==> config.mk <==
export PLATFORM = sky130hd
export DESIGN_NAME = mem_stage_flat
export DESIGN_NICKNAME = d
export VERILOG_FILES = /design/src/rtl/mem_stage_if.sv /design/src/rtl/mem_stage.sv /design/src/flat_wrapper.sv
export SDC_FILE = /design/constraint.sdc
export NUM_CORES = 1
export LEC_CHECK = 0
export CELL_PAD_IN_SITES_DETAIL_PLACEMENT = 2
export CELL_PAD_IN_SITES_GLOBAL_PLACEMENT = 2
export CORE_MARGIN = 8
export CORE_UTILIZATION = 30
export DETAILED_ROUTE_END_ITERATION = 6
export DONT_BUFFER_PORTS = 1
export HOLD_SLACK_MARGIN = 0.1
export PLACE_DENSITY = 0.63
export SETUP_SLACK_MARGIN = 0.05
export SYNTH_ARGS = -nofsm -noshare
export SYNTH_HDL_FRONTEND = slang
export SYNTH_SLANG_ARGS = --single-unit
==> constraint.sdc <==
create_clock -name clk -period 16.36 [get_ports clk]
set_input_delay 3.272 -clock clk [delete_from_list [all_inputs] [get_ports clk]]
set_output_delay 3.272 -clock clk [all_outputs]
set_load 0.03 [all_outputs]
==> src/rtl/mem_stage_if.sv <==
// mem_stage_if: signal bundle for the memory stage. It groups the exe2mem
// FIFO head, the data-memory req/ack port and the mem2wbk FIFO head.
// The master modport is the memory stage; the slave modport is everything
// around it (execute, data memory, writeback).
interface mem_stage_if;
   // exe2mem FIFO head
   logic [31:0] RES_RE;
   logic [31:0] MEM_DATA_RE;
   logic [5:0]  DEST_RE;
   logic [1:0]  MEM_SIZE_RE;
   logic        WB_RE;
   logic        MEM_SIGN_EXTEND_RE;
   logic        MEM_LOAD_RE;
   logic        MEM_STORE_RE;
   logic        EXCEPTION_RE;
   logic [31:0] PC_EXE2MEM_RE;
   logic        EXE2MEM_EMPTY_SE;
   logic        EXE2MEM_POP_SM;
   // data-memory port
   logic        DMEM_REQ_SM;
   logic [31:0] DMEM_ADR_SM;
   logic [31:0] DMEM_WDATA_SM;
   logic        DMEM_WE_SM;
   logic [3:0]  DMEM_BE_SM;
   logic        DMEM_ACK_SM;
   logic [31:0] DMEM_RDATA_SM;
   // mem2wbk FIFO head
   logic [31:0] MEM_RES_RM;
   logic [5:0]  MEM_DEST_RM;
   logic        WB_RM;
   logic        EXCEPTION_RM;
   logic [31:0] PC_MEM2WBK_RM;
   logic        MEM2WBK_EMPTY_SM;
   logic        MEM2WBK_POP_SW;

   modport master (
      input  RES_RE, MEM_DATA_RE, DEST_RE, MEM_SIZE_RE, WB_RE,
             MEM_SIGN_EXTEND_RE, MEM_LOAD_RE, MEM_STORE_RE, EXCEPTION_RE,
             PC_EXE2MEM_RE, EXE2MEM_EMPTY_SE,
             DMEM_ACK_SM, DMEM_RDATA_SM, MEM2WBK_POP_SW,
      output EXE2MEM_POP_SM, DMEM_REQ_SM, DMEM_ADR_SM, DMEM_WDATA_SM,
             DMEM_WE_SM, DMEM_BE_SM, MEM_RES_RM, MEM_DEST_RM, WB_RM,
             EXCEPTION_RM, PC_MEM2WBK_RM, MEM2WBK_EMPTY_SM
   );

   modport slave (
      output RES_RE, MEM_DATA_RE, DEST_RE, MEM_SIZE_RE, WB_RE,
             MEM_SIGN_EXTEND_RE, MEM_LOAD_RE, MEM_STORE_RE, EXCEPTION_RE,
             PC_EXE2MEM_RE, EXE2MEM_EMPTY_SE,
             DMEM_ACK_SM, DMEM_RDATA_SM, MEM2WBK_POP_SW,
      input  EXE2MEM_POP_SM, DMEM_REQ_SM, DMEM_ADR_SM, DMEM_WDATA_SM,
             DMEM_WE_SM, DMEM_BE_SM, MEM_RES_RM, MEM_DEST_RM, WB_RM,
             EXCEPTION_RM, PC_MEM2WBK_RM, MEM2WBK_EMPTY_SM
   );
endinterface

==> src/rtl/mem_stage.sv <==
// mem_stage: memory-access stage between execute and writeback.
// Pops exe2mem entries, runs load/store requests over a req/ack data-memory
// port, aligns/extends load data and pushes results into the internal
// mem2wbk FIFO whose head doubles as the execute bypass.
// Optional macro MEM_PERF_CNT_EN adds load/store/stall performance counters.
module mem_stage #(
   parameter int WBK_DEPTH = 2
) (
   input  logic        clk,
   input  logic        reset,
   mem_stage_if.master bus
`ifdef MEM_PERF_CNT_EN
   ,
   output logic [31:0] PERF_LOADS_SM,
   output logic [31:0] PERF_STORES_SM,
   output logic [31:0] PERF_STALL_SM
`endif
);

   localparam int AW = $clog2(WBK_DEPTH);
   localparam int CW = $clog2(WBK_DEPTH + 1);

   typedef enum logic {IDLE, ACCESS} state_t;

   typedef struct packed {
      logic [31:0] res;
      logic [5:0]  dest;
      logic        wb;
      logic        exc;
      logic [31:0] pc;
   } wbk_ent_t;

   state_t          state, state_nxt;
   logic            req, pop_exe, push;
   logic            entry, is_mem, fifo_full, pop_wbk, space;
   logic [1:0]      lane_adr;
   logic [31:0]     lane, load_data, wdata;
   logic [3:0]      be;
   wbk_ent_t        push_ent, head_ent, last_ent;
   wbk_ent_t        mem [WBK_DEPTH];
   logic [AW-1:0]   rd_ptr, wr_ptr;
   logic [CW-1:0]   count;

   // Request qualification: an exception entry never touches memory, it
   // just flows through like an ALU result.
   always_comb begin
      entry     = !bus.EXE2MEM_EMPTY_SE;
      is_mem    = (bus.MEM_LOAD_RE || bus.MEM_STORE_RE) && !bus.EXCEPTION_RE;
      fifo_full = (count == CW'(WBK_DEPTH));
      pop_wbk   = bus.MEM2WBK_POP_SW && (count != '0);
      // A pop in the same cycle frees a slot for a push into a full FIFO.
      space     = !fifo_full || pop_wbk;
   end

   // Next-state and handshake control. REQ is combinational from IDLE so a
   // same-cycle ACK completes the access with single-cycle latency; space is
   // checked only at issue, and nothing else pushes while in ACCESS, so the
   // slot stays reserved until the ACK.
   always_comb begin
      state_nxt = state;
      req       = 1'b0;
      pop_exe   = 1'b0;
      push      = 1'b0;
      if (!reset) begin
         case (state)
            IDLE: begin
               if (entry && space) begin
                  if (!is_mem) begin
                     push    = 1'b1;
                     pop_exe = 1'b1;
                  end else begin
                     req = 1'b1;
                     if (bus.DMEM_ACK_SM) begin
                        push    = 1'b1;
                        pop_exe = 1'b1;
                     end else begin
                        state_nxt = ACCESS;
                     end
                  end
               end
            end
            ACCESS: begin
               req = 1'b1;
               if (bus.DMEM_ACK_SM) begin
                  push      = 1'b1;
                  pop_exe   = 1'b1;
                  state_nxt = IDLE;
               end
            end
            default: state_nxt = IDLE;
         endcase
      end
   end

   // FSM state register; reset abandons any outstanding request.
   always_ff @(posedge clk or posedge reset) begin
      if (reset) state <= IDLE;
      else       state <= state_nxt;
   end

   // Byte enables and lane-replicated store data from the low address bits.
   always_comb begin
      lane_adr = bus.RES_RE[1:0];
      case (bus.MEM_SIZE_RE)
         2'b10: begin
            be    = 4'b0001 << lane_adr;
            wdata = {4{bus.MEM_DATA_RE[7:0]}};
         end
         2'b01: begin
            be    = 4'b0011 << lane_adr;
            wdata = {2{bus.MEM_DATA_RE[15:0]}};
         end
         default: begin
            be    = 4'b1111;
            wdata = bus.MEM_DATA_RE;
         end
      endcase
   end

   // Load alignment: shift the addressed lane down to bit 0, then extend.
   always_comb begin
      lane = bus.DMEM_RDATA_SM >> {lane_adr, 3'b000};
      case (bus.MEM_SIZE_RE)
         2'b10:   load_data = bus.MEM_SIGN_EXTEND_RE ? {{24{lane[7]}}, lane[7:0]}
                                                     : {24'h0, lane[7:0]};
         2'b01:   load_data = bus.MEM_SIGN_EXTEND_RE ? {{16{lane[15]}}, lane[15:0]}
                                                     : {16'h0, lane[15:0]};
         default: load_data = bus.DMEM_RDATA_SM;
      endcase
   end

   // Result entry: loads carry memory data, everything else the ALU result.
   always_comb begin
      push_ent.res  = (bus.MEM_LOAD_RE && !bus.EXCEPTION_RE) ? load_data : bus.RES_RE;
      push_ent.dest = bus.DEST_RE;
      push_ent.wb   = bus.WB_RE && !bus.EXCEPTION_RE;
      push_ent.exc  = bus.EXCEPTION_RE;
      push_ent.pc   = bus.PC_EXE2MEM_RE;
   end

   // mem2wbk storage, pointers and occupancy; pointers wrap on the
   // power-of-two depth.
   always_ff @(posedge clk or posedge reset) begin
      if (reset) begin
         rd_ptr <= '0;
         wr_ptr <= '0;
         count  <= '0;
         for (int i = 0; i < WBK_DEPTH; i++) mem[i] <= '0;
      end else begin
         if (push) begin
            mem[wr_ptr] <= push_ent;
            wr_ptr      <= wr_ptr + 1'b1;
         end
         if (pop_wbk) rd_ptr <= rd_ptr + 1'b1;
         count <= count + CW'(push) - CW'(pop_wbk);
      end
   end

   // Copy of the most recently popped head so the bypass holds it when empty.
   always_ff @(posedge clk or posedge reset) begin
      if (reset)        last_ent <= '0;
      else if (pop_wbk) last_ent <= mem[rd_ptr];
   end

   assign head_ent = (count == '0) ? last_ent : mem[rd_ptr];

   assign bus.EXE2MEM_POP_SM   = pop_exe;
   assign bus.DMEM_REQ_SM      = req;
   assign bus.DMEM_ADR_SM      = {bus.RES_RE[31:2], 2'b00};
   assign bus.DMEM_WDATA_SM    = wdata;
   assign bus.DMEM_WE_SM       = req && bus.MEM_STORE_RE;
   assign bus.DMEM_BE_SM       = be;
   assign bus.MEM_RES_RM       = head_ent.res;
   assign bus.MEM_DEST_RM      = head_ent.dest;
   assign bus.WB_RM            = head_ent.wb;
   assign bus.EXCEPTION_RM     = head_ent.exc;
   assign bus.PC_MEM2WBK_RM    = head_ent.pc;
   assign bus.MEM2WBK_EMPTY_SM = (count == '0);

`ifdef MEM_PERF_CNT_EN
   // Counters: ACKed loads/stores, plus cycles lost waiting on memory or
   // blocked on a full mem2wbk FIFO.
   always_ff @(posedge clk or posedge reset) begin
      if (reset) begin
         PERF_LOADS_SM  <= '0;
         PERF_STORES_SM <= '0;
         PERF_STALL_SM  <= '0;
      end else begin
         if (req && bus.DMEM_ACK_SM && bus.MEM_LOAD_RE)  PERF_LOADS_SM  <= PERF_LOADS_SM + 32'd1;
         if (req && bus.DMEM_ACK_SM && bus.MEM_STORE_RE) PERF_STORES_SM <= PERF_STORES_SM + 32'd1;
         if ((state == ACCESS && !bus.DMEM_ACK_SM) || (state == IDLE && entry && fifo_full))
            PERF_STALL_SM <= PERF_STALL_SM + 32'd1;
      end
   end
`endif

endmodule

==> src/flat_wrapper.sv <==
// flat-port wrapper written by rule: the top's interface ports become plain ports
module mem_stage_flat 
#(
   parameter int WBK_DEPTH = 2
)
  (clk, reset, bus_RES_RE, bus_MEM_DATA_RE, bus_DEST_RE, bus_MEM_SIZE_RE, bus_WB_RE, bus_MEM_SIGN_EXTEND_RE, bus_MEM_LOAD_RE, bus_MEM_STORE_RE, bus_EXCEPTION_RE, bus_PC_EXE2MEM_RE, bus_EXE2MEM_EMPTY_SE, bus_DMEM_ACK_SM, bus_DMEM_RDATA_SM, bus_MEM2WBK_POP_SW, bus_EXE2MEM_POP_SM, bus_DMEM_REQ_SM, bus_DMEM_ADR_SM, bus_DMEM_WDATA_SM, bus_DMEM_WE_SM, bus_DMEM_BE_SM, bus_MEM_RES_RM, bus_MEM_DEST_RM, bus_WB_RM, bus_EXCEPTION_RM, bus_PC_MEM2WBK_RM, bus_MEM2WBK_EMPTY_SM);
  mem_stage_if bus_i ();
  input  logic clk;
  input  logic reset;
  input wire logic [$bits(bus_i.RES_RE)-1:0] bus_RES_RE;
  input wire logic [$bits(bus_i.MEM_DATA_RE)-1:0] bus_MEM_DATA_RE;
  input wire logic [$bits(bus_i.DEST_RE)-1:0] bus_DEST_RE;
  input wire logic [$bits(bus_i.MEM_SIZE_RE)-1:0] bus_MEM_SIZE_RE;
  input wire logic [$bits(bus_i.WB_RE)-1:0] bus_WB_RE;
  input wire logic [$bits(bus_i.MEM_SIGN_EXTEND_RE)-1:0] bus_MEM_SIGN_EXTEND_RE;
  input wire logic [$bits(bus_i.MEM_LOAD_RE)-1:0] bus_MEM_LOAD_RE;
  input wire logic [$bits(bus_i.MEM_STORE_RE)-1:0] bus_MEM_STORE_RE;
  input wire logic [$bits(bus_i.EXCEPTION_RE)-1:0] bus_EXCEPTION_RE;
  input wire logic [$bits(bus_i.PC_EXE2MEM_RE)-1:0] bus_PC_EXE2MEM_RE;
  input wire logic [$bits(bus_i.EXE2MEM_EMPTY_SE)-1:0] bus_EXE2MEM_EMPTY_SE;
  input wire logic [$bits(bus_i.DMEM_ACK_SM)-1:0] bus_DMEM_ACK_SM;
  input wire logic [$bits(bus_i.DMEM_RDATA_SM)-1:0] bus_DMEM_RDATA_SM;
  input wire logic [$bits(bus_i.MEM2WBK_POP_SW)-1:0] bus_MEM2WBK_POP_SW;
  output wire logic [$bits(bus_i.EXE2MEM_POP_SM)-1:0] bus_EXE2MEM_POP_SM;
  output wire logic [$bits(bus_i.DMEM_REQ_SM)-1:0] bus_DMEM_REQ_SM;
  output wire logic [$bits(bus_i.DMEM_ADR_SM)-1:0] bus_DMEM_ADR_SM;
  output wire logic [$bits(bus_i.DMEM_WDATA_SM)-1:0] bus_DMEM_WDATA_SM;
  output wire logic [$bits(bus_i.DMEM_WE_SM)-1:0] bus_DMEM_WE_SM;
  output wire logic [$bits(bus_i.DMEM_BE_SM)-1:0] bus_DMEM_BE_SM;
  output wire logic [$bits(bus_i.MEM_RES_RM)-1:0] bus_MEM_RES_RM;
  output wire logic [$bits(bus_i.MEM_DEST_RM)-1:0] bus_MEM_DEST_RM;
  output wire logic [$bits(bus_i.WB_RM)-1:0] bus_WB_RM;
  output wire logic [$bits(bus_i.EXCEPTION_RM)-1:0] bus_EXCEPTION_RM;
  output wire logic [$bits(bus_i.PC_MEM2WBK_RM)-1:0] bus_PC_MEM2WBK_RM;
  output wire logic [$bits(bus_i.MEM2WBK_EMPTY_SM)-1:0] bus_MEM2WBK_EMPTY_SM;
  assign bus_i.RES_RE = bus_RES_RE;
  assign bus_i.MEM_DATA_RE = bus_MEM_DATA_RE;
  assign bus_i.DEST_RE = bus_DEST_RE;
  assign bus_i.MEM_SIZE_RE = bus_MEM_SIZE_RE;
  assign bus_i.WB_RE = bus_WB_RE;
  assign bus_i.MEM_SIGN_EXTEND_RE = bus_MEM_SIGN_EXTEND_RE;
  assign bus_i.MEM_LOAD_RE = bus_MEM_LOAD_RE;
  assign bus_i.MEM_STORE_RE = bus_MEM_STORE_RE;
  assign bus_i.EXCEPTION_RE = bus_EXCEPTION_RE;
  assign bus_i.PC_EXE2MEM_RE = bus_PC_EXE2MEM_RE;
  assign bus_i.EXE2MEM_EMPTY_SE = bus_EXE2MEM_EMPTY_SE;
  assign bus_i.DMEM_ACK_SM = bus_DMEM_ACK_SM;
  assign bus_i.DMEM_RDATA_SM = bus_DMEM_RDATA_SM;
  assign bus_i.MEM2WBK_POP_SW = bus_MEM2WBK_POP_SW;
  assign bus_EXE2MEM_POP_SM = bus_i.EXE2MEM_POP_SM;
  assign bus_DMEM_REQ_SM = bus_i.DMEM_REQ_SM;
  assign bus_DMEM_ADR_SM = bus_i.DMEM_ADR_SM;
  assign bus_DMEM_WDATA_SM = bus_i.DMEM_WDATA_SM;
  assign bus_DMEM_WE_SM = bus_i.DMEM_WE_SM;
  assign bus_DMEM_BE_SM = bus_i.DMEM_BE_SM;
  assign bus_MEM_RES_RM = bus_i.MEM_RES_RM;
  assign bus_MEM_DEST_RM = bus_i.MEM_DEST_RM;
  assign bus_WB_RM = bus_i.WB_RM;
  assign bus_EXCEPTION_RM = bus_i.EXCEPTION_RM;
  assign bus_PC_MEM2WBK_RM = bus_i.PC_MEM2WBK_RM;
  assign bus_MEM2WBK_EMPTY_SM = bus_i.MEM2WBK_EMPTY_SM;
  mem_stage #(.WBK_DEPTH(WBK_DEPTH)) u_core (.clk(clk), .reset(reset), .bus(bus_i));
endmodule
After elaboration in Yosys (flattened, before gate mapping)
Cells that the tools add are included.
{"block": "word_totals", "reg_bits": 221, "inputBits": 146, "output_inout_bits": 144, "word_cells": 75}
{"block": "classes", "addsub": 4, "order_cmp": 3, "eq_ne": 3, "shifts": 3, "muxes": 26, "n_bitwise": 3, "n_reduce_logical": 14}
{"op": "72-bit two-way mux", "n": 5}
{"op": "144-bit bitwise mux", "n": 1}
{"op": "32-bit case mux with 2 select lines", "n": 2}
{"op": "32-bit two-way mux", "n": 3}
{"op": "72-bit demux with 1-bit select", "n": 1}
{"op": "32-bit by 5-bit >> shifter with 16-bit output", "n": 1}
{"op": "1-bit two-way mux", "n": 10}
{"op": "4-bit case mux with 2 select lines", "n": 1}
{"op": "1-bit logical AND", "n": 7}
{"op": "1-bit case mux with 2 select lines", "n": 3}
{"op": "2-bit == test, second input constant", "n": 2}
{"op": "2-bit >= comparator, second input constant", "n": 2}
{"op": "1-bit inverter with 2-bit output", "n": 2}
{"op": "1-bit by 2-bit << shifter with 4-bit output, first input constant", "n": 1}
{"op": "2-bit by 2-bit << shifter with 4-bit output, first input constant", "n": 1}
{"op": "1-bit logical NOT", "n": 3}
{"op": "1-bit adder, second input constant", "n": 2}
{"op": "2-bit by 1-bit adder with 2-bit output", "n": 1}
{"op": "2-bit by 1-bit == test with 1-bit output, second input constant", "n": 1}
{"op": "2-bit logical NOT", "n": 1}
{"op": "1-bit logical OR", "n": 2}
{"op": "2-bit by 1-bit less-than comparator with 1-bit output, second input constant", "n": 1}
{"op": "2-bit nonzero test", "n": 1}
{"op": "2-bit by 1-bit subtractor with 2-bit output", "n": 1}
{"op": "1-bit inverter", "n": 1}

Longest topological paths before layout
Gate-level depths: netlist of run 1.
{"block": "depth", "depth_word": 9, "mapped_depth": 11}

Least setup slack after synthesis of run 1
Ideal clock, no wire load.
{"block": "synth_path", "path_kind": "input-to-reg", "start": "input reset", "end": "register u_core.state", "setup_ns": 0.383, "t_arrival_ns": 8.019, "required_ns": 15.977, "slack_ns": 7.958, "stages": 2, "path_buffers": 0, "path_cell_list": "inv_1 > o32ai_1"}
{"item": "start, declared", "line_no": "flat_wrapper.sv:9", "source": "input logic reset;"}
{"item": "end signal, assigned", "line_no": "mem_stage.sv:98", "source": "else state <= state_nxt;"}
{"item": "end, declared", "line_no": "mem_stage.sv:33", "source": "state_t state, state_nxt;"}
No word-level cell between the ends.

Worst setup path after layout of run 1
{"block": "layout_path", "start": "input bus_MEM_SIZE_RE[0]", "end": "output bus_DMEM_WDATA_SM[11]"}
{"block": "layout_between", "elab_chain_len": 2}
{"item": "start, declared", "line_no": "flat_wrapper.sv:13", "source": "input wire logic [$bits(bus_i.MEM_SIZE_RE)-1:0] bus_MEM_SIZE_RE;"}
{"item": "2-bit by 1-bit == test with 1-bit output or 2-bit == test (tied branches)", "line_no": "mem_stage.sv:104", "source": "case (bus.MEM_SIZE_RE)"}
{"item": "32-bit case mux with 2 select lines *", "line_no": "mem_stage.sv:104"}
{"item": "end, declared", "line_no": "flat_wrapper.sv:27", "source": "output wire logic [$bits(bus_i.DMEM_WDATA_SM)-1:0] bus_DMEM_WDATA_SM;"}
Mark *: on every way between the ends. The rest lies on a longest branch, timed or not.

==> metrics, run 1 <==
most common cell in the netlist=nand2_1; Critical path destination=bus_DMEM_WDATA_SM[11]; DRC Markers=0; Placed Area=11500 um2; CTS Hold Bufs=0; Crit path largest cell delay=0.49 ns; root buffer cell=clkbuf_16; P_int=0.00157 W; IO buf count=0; Clk Latency, worst-skew pair=0.56 ns; H-tree levels=1; gp weighted congestion=0.771; worst r2r path cells=6; CP most frequent cell=inv_1; cell depth of the worst hold path=2; switch share=0.455; Max Fclk=117 MHz; Setup crit start=bus_MEM_SIZE_RE[0]; critical path type=input port to primary output; ys async rst share=1.00; combinational power share=0.435; crit path capture type=primary output; Yosys top cell area share=0.484; worst path bufs/invs=3; mux contribution to synthesized area=0.159; final slew viol count=0; fillers=4105; Initial Utilization=0.304; HP Class=register to register; nets=1279; post-synthesis xor/xnor area fraction=0.00230; first-pass GRT wire length=57700 um; instance count on the critical path=6; setup bufs post-CTS=0; synthesis warning total=0; Row Count=71; clk slew on worst S/H paths=0.06 ns; Detailed Route Iter0 Violations=335; FF-to-FF setup slack=12.82 ns; die width=211 um; fin util=0.333; Period minus WS final=8.58 ns; fraction of the mapped netlist area in simple logic gates=0.148; Setup violations, final=0; Fin. Hold Viols=0; Compound-Gate Fraction of Synth Area=0.136; FF-to-FF Start=u_core.count[0]$_DFF_PP0_; Mean Syn Cell Area=9.42 um2; slowest cell on the critical path=buf_4; DIE HEIGHT=211 um; ranking of synthesized cells by area=dfrtp_1 (48%), nand2_1 (8.3%), mux2i_1 (7.3%); Yosys cell types=45; DR vias=8572; sequential power share=0.339; slew margin rel.=0.292; global route overflow=0; RSZ-0062 raised after global routing=false; Area Overhead vs Synth=9.48%; crit-path max FO=67; total CTS buffers=28; DRT Wirelength=37200 um; Wirelength per Cell=22.4 um; Post-synth EDFFs=0; Vias/cell=5.15; Final TNS setup=0 ns; post-synthesis instance total=1214; Worst EP required=13.09 ns; IO Pins=290; area leader, netlist=dfrtp_1; post-cts repair resize count=0; Worst Max-Slew Pin Slew=1.05 ns; CTS tree=built; mapped cell area=11400 um2; adder-cell share of the synthesized area=0.00438; status=finished clean; worst hold slack=0.474 ns; register area share after synthesis=0.484; Synth Register Bits=221; Static Leak=5.74 nW; Max Cap Viol=0; critical-path cell list=inv_1 -> ha_2 -> buf_4 -> inv_1 -> nand2_1 -> a22o_1; R2R Path End=u_core.last_ent[45]$_DFFE_PP0P_; period utilization=0.524; combinational family with the most area after synthesis=multiplexers; hpwl dp=25500 um; Core Area=37600 um2; largest net degree at the start of global routing=90; power density over the cells=230 nW/um2; gr usage total=0.164; Startpoint Class=input port; clock power share=0.226; top post-synthesis cells by count=nand2_1 (253), dfrtp_1 (221), nor2_1 (105); Max rail drop VDD=0.000101 V; Final Skew=0.0260 ns; die area=44600 um2; Clock Path Buffers=3; initial antenna violation count=1; layout cells sized above 1=0.147; Primary FF master, synth=dfrtp_1; WP data arrival=5.31 ns; post-route cell area=12500 um2; first drt pass iteration count=5; clock sink count=221; delay-heaviest family, CP=buffers and inverters; vias in the first global route=9438; Sw Pwr=0.00131 W; Post-DRT Antenna Nets=0
worst register-to-register path, cell delays in order, from the launching register on:
cell	delay, ns
dfrtp_1	0.39
or2_4	0.59
buf_4	0.87
nand2_4	0.62
buf_4	0.56
nand2_1	0.25
o21ai_0	0.09
power groups by stage:
stage          clock network [W]  logic, W  registers (W)
5_1_grt                 0.000696   0.00138        0.00101
6_report                0.000650   0.00125       0.000974
2_1_floorplan                  0   0.00108       0.000914
4_1_cts                 0.000676   0.00129       0.000979
3_5_place_dp                   0   0.00128       0.000987
3_3_place_gp                   0   0.00125       0.000970
cells in the final DEF (no fill, tap or decap), drive strengths merged, types with 4 or more instances in the layout:
cell type    n
a21oi       89
a221oi       7
a222oi       6
a22o         8
a22oi        9
a31oi       16
buf         13
clkbuf      42
clkinv       7
dfrtp      221
ha           4
inv         21
mux2        79
mux2i       83
nand2      253
nand3       34
nor2       105
nor2b        4
o211ai       7
o21ai      104
o221a        7
worst min-delay path by stage:
stage / from / end
5_1_grt: u_core.mem[96]$_DFFE_PP0P_ / u_core.mem[96]$_DFFE_PP0P_
6_report: u_core.mem[79]$_DFFE_PP0P_ / u_core.mem[79]$_DFFE_PP0P_
3_5_place_dp: u_core.mem[78]$_DFFE_PP0P_ / u_core.mem[78]$_DFFE_PP0P_
3_3_place_gp: u_core.mem[119]$_DFFE_PP0P_ / u_core.mem[119]$_DFFE_PP0P_
2_1_floorplan: u_core.mem[119]$_DFFE_PP0P_ / u_core.mem[119]$_DFFE_PP0P_
4_1_cts: u_core.mem[97]$_DFFE_PP0P_ / u_core.mem[97]$_DFFE_PP0P_
per-stage QoR:
stage,power (W),cells,setup WS (ns)
floorplan,0.00200,1215,7.02
global placement,0.00222,1610,7.82
detailed placement,0.00227,1610,7.76
CTS,0.00294,1662,7.77
global route,0.00308,1663,7.62
finish,0.00288,1663,7.78
kinds of logic (layout without fill, tap and decap cells):
| family | Yosys count | after routing |
|---|---|---|
| adder cells (fa/ha/maj) | 4 | 4 |
| other | 1 | 3 |
| XOR/XNOR | 3 | 3 |
| multiplexers | 163 | 163 |
| flip-flops | 221 | 221 |
| AO/OA/AOI/OAI | 262 | 262 |
| AND/OR/NAND/NOR | 410 | 410 |
| buffers and inverters | 150 | 86 |
final cells by class:
class | count | area (um2) | area share
well taps | 511 | 639 | 0.0511
diodes | 1 | 2.50 | 0.000200
inverters | 21 | 86.3 | 0.00689
multi-input cells | 844 | 5170 | 0.413
clock inverters | 10 | 136 | 0.0109
flip-flops and latches | 221 | 5530 | 0.442
repair buffers | 13 | 97.6 | 0.00779
clock buffers | 42 | 853 | 0.0681
state kept, by name (all words and copies together), names as in the netlist:
register         count
u_core.wr_ptr        1
u_core.rd_ptr        1
u_core.mem         144
u_core.count         2
u_core.state         1
u_core.last_ent     72
per-layer routing:
metal / global-route usage / up-vias / wire length (um)
li1: - / 3950 / -
met1: 0.195 / 4367 / 15300
met2: 0.283 / 213 / 18300
met3: 0.0542 / 42 / 2830
met4: 0.0389 / 0 / 751
met5: 0 / - / 0
(Power assumes the default switching activity.)
==> run 2: changes to the inputs <==
- PLACE_DENSITY: 0.63 -> 0.65
- clock period: 16.36 -> 7.72 ns (I/O delays scaled with it)
==> metrics, run 2 (synthesis results as in run 1) <==
root buffer cell=clkbuf_16; Fin. Hold Viols=0; die area=44600 um2; HP Class=register to register; RSZ-0062 raised after global routing=false; FF-to-FF Start=u_core.state$_DFFE_PP0N_; DIE HEIGHT=211 um; Final WS setup=2.59 ns; Crit path largest cell delay=0.50 ns; fillers=4170; IO buf count=0; Worst Max-Slew Pin Slew=1.03 ns; CP most frequent cell=inv_1; most flop-heavy register=u_core.mem; hold path startpoint=u_core.mem[119]$_DFFE_PP0P_; clock power share=0.215; met1 GRT Util=0.191; register area=5530 um2; total CTS buffers=29; crit-path max FO=67; switch share=0.460; largest net degree at the start of global routing=114; area of the multi-input gates=5170 um2; period utilization=0.664; Initial Utilization=0.304; crit path capture type=primary output; IO Pins=290; Max rail drop VDD=0.000183 V; Largest regs=u_core.mem: 144 flops, u_core.last_ent: 72 flops, u_core.count: 2 flops; DRT Wirelength=37300 um; power density over the cells=483 nW/um2; critical-path cell list=inv_1 -> ha_2 -> buf_4 -> inv_1 -> nand2_1 -> a22o_1; slowest cell on the critical path=buf_4; final slew viol count=0; Antenna Diode Count=0; met2 usage=0.282; layout cells sized above 1=0.144; Clk Latency, worst-skew pair=0.55 ns; post-route cell area=12500 um2; gp weighted congestion=0.784; WP data arrival=3.58 ns; Static Leak=5.71 nW; Post-DRT Antenna Nets=0; P_int=0.00325 W; die width=211 um; status=finished clean; Detailed Route Iter0 Violations=358; worst hold slack=0.473 ns; global route overflow=0; GR Util met3=0.0616; number of flip-flops in the largest register=144; H-tree levels=1; nets=1282; clock sink count=221; Wirelength per Cell=22.4 um; combinational power share=0.442; GRT busiest layer=met2; first-pass GRT wire length=57600 um; Place WS=2.63 ns; Core Area=37600 um2; Final TNS setup=0 ns; Max Fclk=195 MHz; Period minus WS final=5.13 ns; post-cts repair resize count=0; CTS Hold Bufs=0; sequential power share=0.343; Worst EP required=6.18 ns; first drt pass iteration count=4; Setup crit start=bus_MEM_SIZE_RE[0]; Startpoint Class=input port; gr usage total=0.164; Vias/cell=5.07; CTS tree=built; Clock Path Buffers=3; setup bufs post-CTS=0; Setup violations, final=0; Max Cap Viol=0; commonest non-fill, non-tap cell in the layout=nand2_1; initial antenna violation count=0; Final Skew=0.0244 ns; Row Count=71; hpwl dp=25900 um; DR vias=8450; vias in the first global route=9497; Placed Area=11500 um2; Sw Pwr=0.00277 W; critical path type=input port to primary output; most frequent cells in the layout=nand2_1 (252), dfrtp_1 (220), nor2_1 (105), o21ai_0 (104), a21oi_1 (89); DRC Markers=0; clk slew on worst S/H paths=0.05 ns; slew margin rel.=0.313; Area Overhead vs Synth=9.03%
[run 2: cell types whose count changed in the layout (fill, tap and decap cells not counted), sizes merged]
cell / change
buf: +2
bufinv: -2
clkbuf: +4
clkinv: -2
diode: -1
inv: +2
[run 2: worst max-delay path: cells and delay by family]
| family | cells | cell delay (ns) |
|---|---|---|
| AO/OA/AOI/OAI | 1 | 0.39 |
| adder cells (fa/ha/maj) | 1 | 0.29 |
| buffers and inverters | 3 | 0.95 |
| AND/OR/NAND/NOR | 1 | 0.39 |
[run 2: area by class of cell]
| class | count | share of cell area |
|---|---|---|
| Clock buffer | 46 | 0.0681 |
| Inverter | 21 | 0.00692 |
| Tap cell | 511 | 0.0513 |
| Timing Repair Buffer | 15 | 0.00903 |
| Sequential cell | 221 | 0.444 |
| Clock inverter | 8 | 0.00602 |
| Multi-Input combinational cell | 844 | 0.415 |
[run 2: path summary, 6_finish.rpt]
kind / slack (ns) / depth (start not counted) / end
hold / removal: 0.47 / 2 / u_core.mem[119]$_DFFE_PP0P_
max in group asynchronous: 5.30 / 2 / u_core.mem[139]$_DFFE_PP0P_
setup reg to reg: 4.47 / 5 / u_core.mem[47]$_DFFE_PP0P_
setup / recovery: 2.59 / 6 / bus_DMEM_WDATA_SM[14]
hold reg to reg: 0.47 / 2 / u_core.mem[119]$_DFFE_PP0P_
min in group asynchronous: 0.97 / 1 / u_core.mem[35]$_DFFE_PP0P_
[run 2: power by group through the flow]
stage / registers, W / clock network (W) / logic [W]
final: 0.00206 / 0.00129 / 0.00266
after global routing: 0.00214 / 0.00139 / 0.00293
after CTS: 0.00207 / 0.00135 / 0.00273
after detailed placement: 0.00209 / 0 / 0.00272
after global placement: 0.00205 / 0 / 0.00265
after floorplan: 0.00194 / 0 / 0.00230
[run 2: through the flow]
step / util / std cells / total power [W]
finish: 0.332 / 1666 / 0.00602
CTS: 0.332 / 1666 / 0.00615
global route: 0.332 / 1666 / 0.00645
floorplan: - / 1215 / 0.00424
detailed placement: 0.307 / 1612 / 0.00480
global placement: 0.307 / 1612 / 0.00470
[run 2: layer usage]
layer / up-vias / wire length, um
li1: 3963 / -
met1: 4197 / 15200
met2: 240 / 18000
met3: 50 / 3240
met4: 0 / 904
met5: - / 0
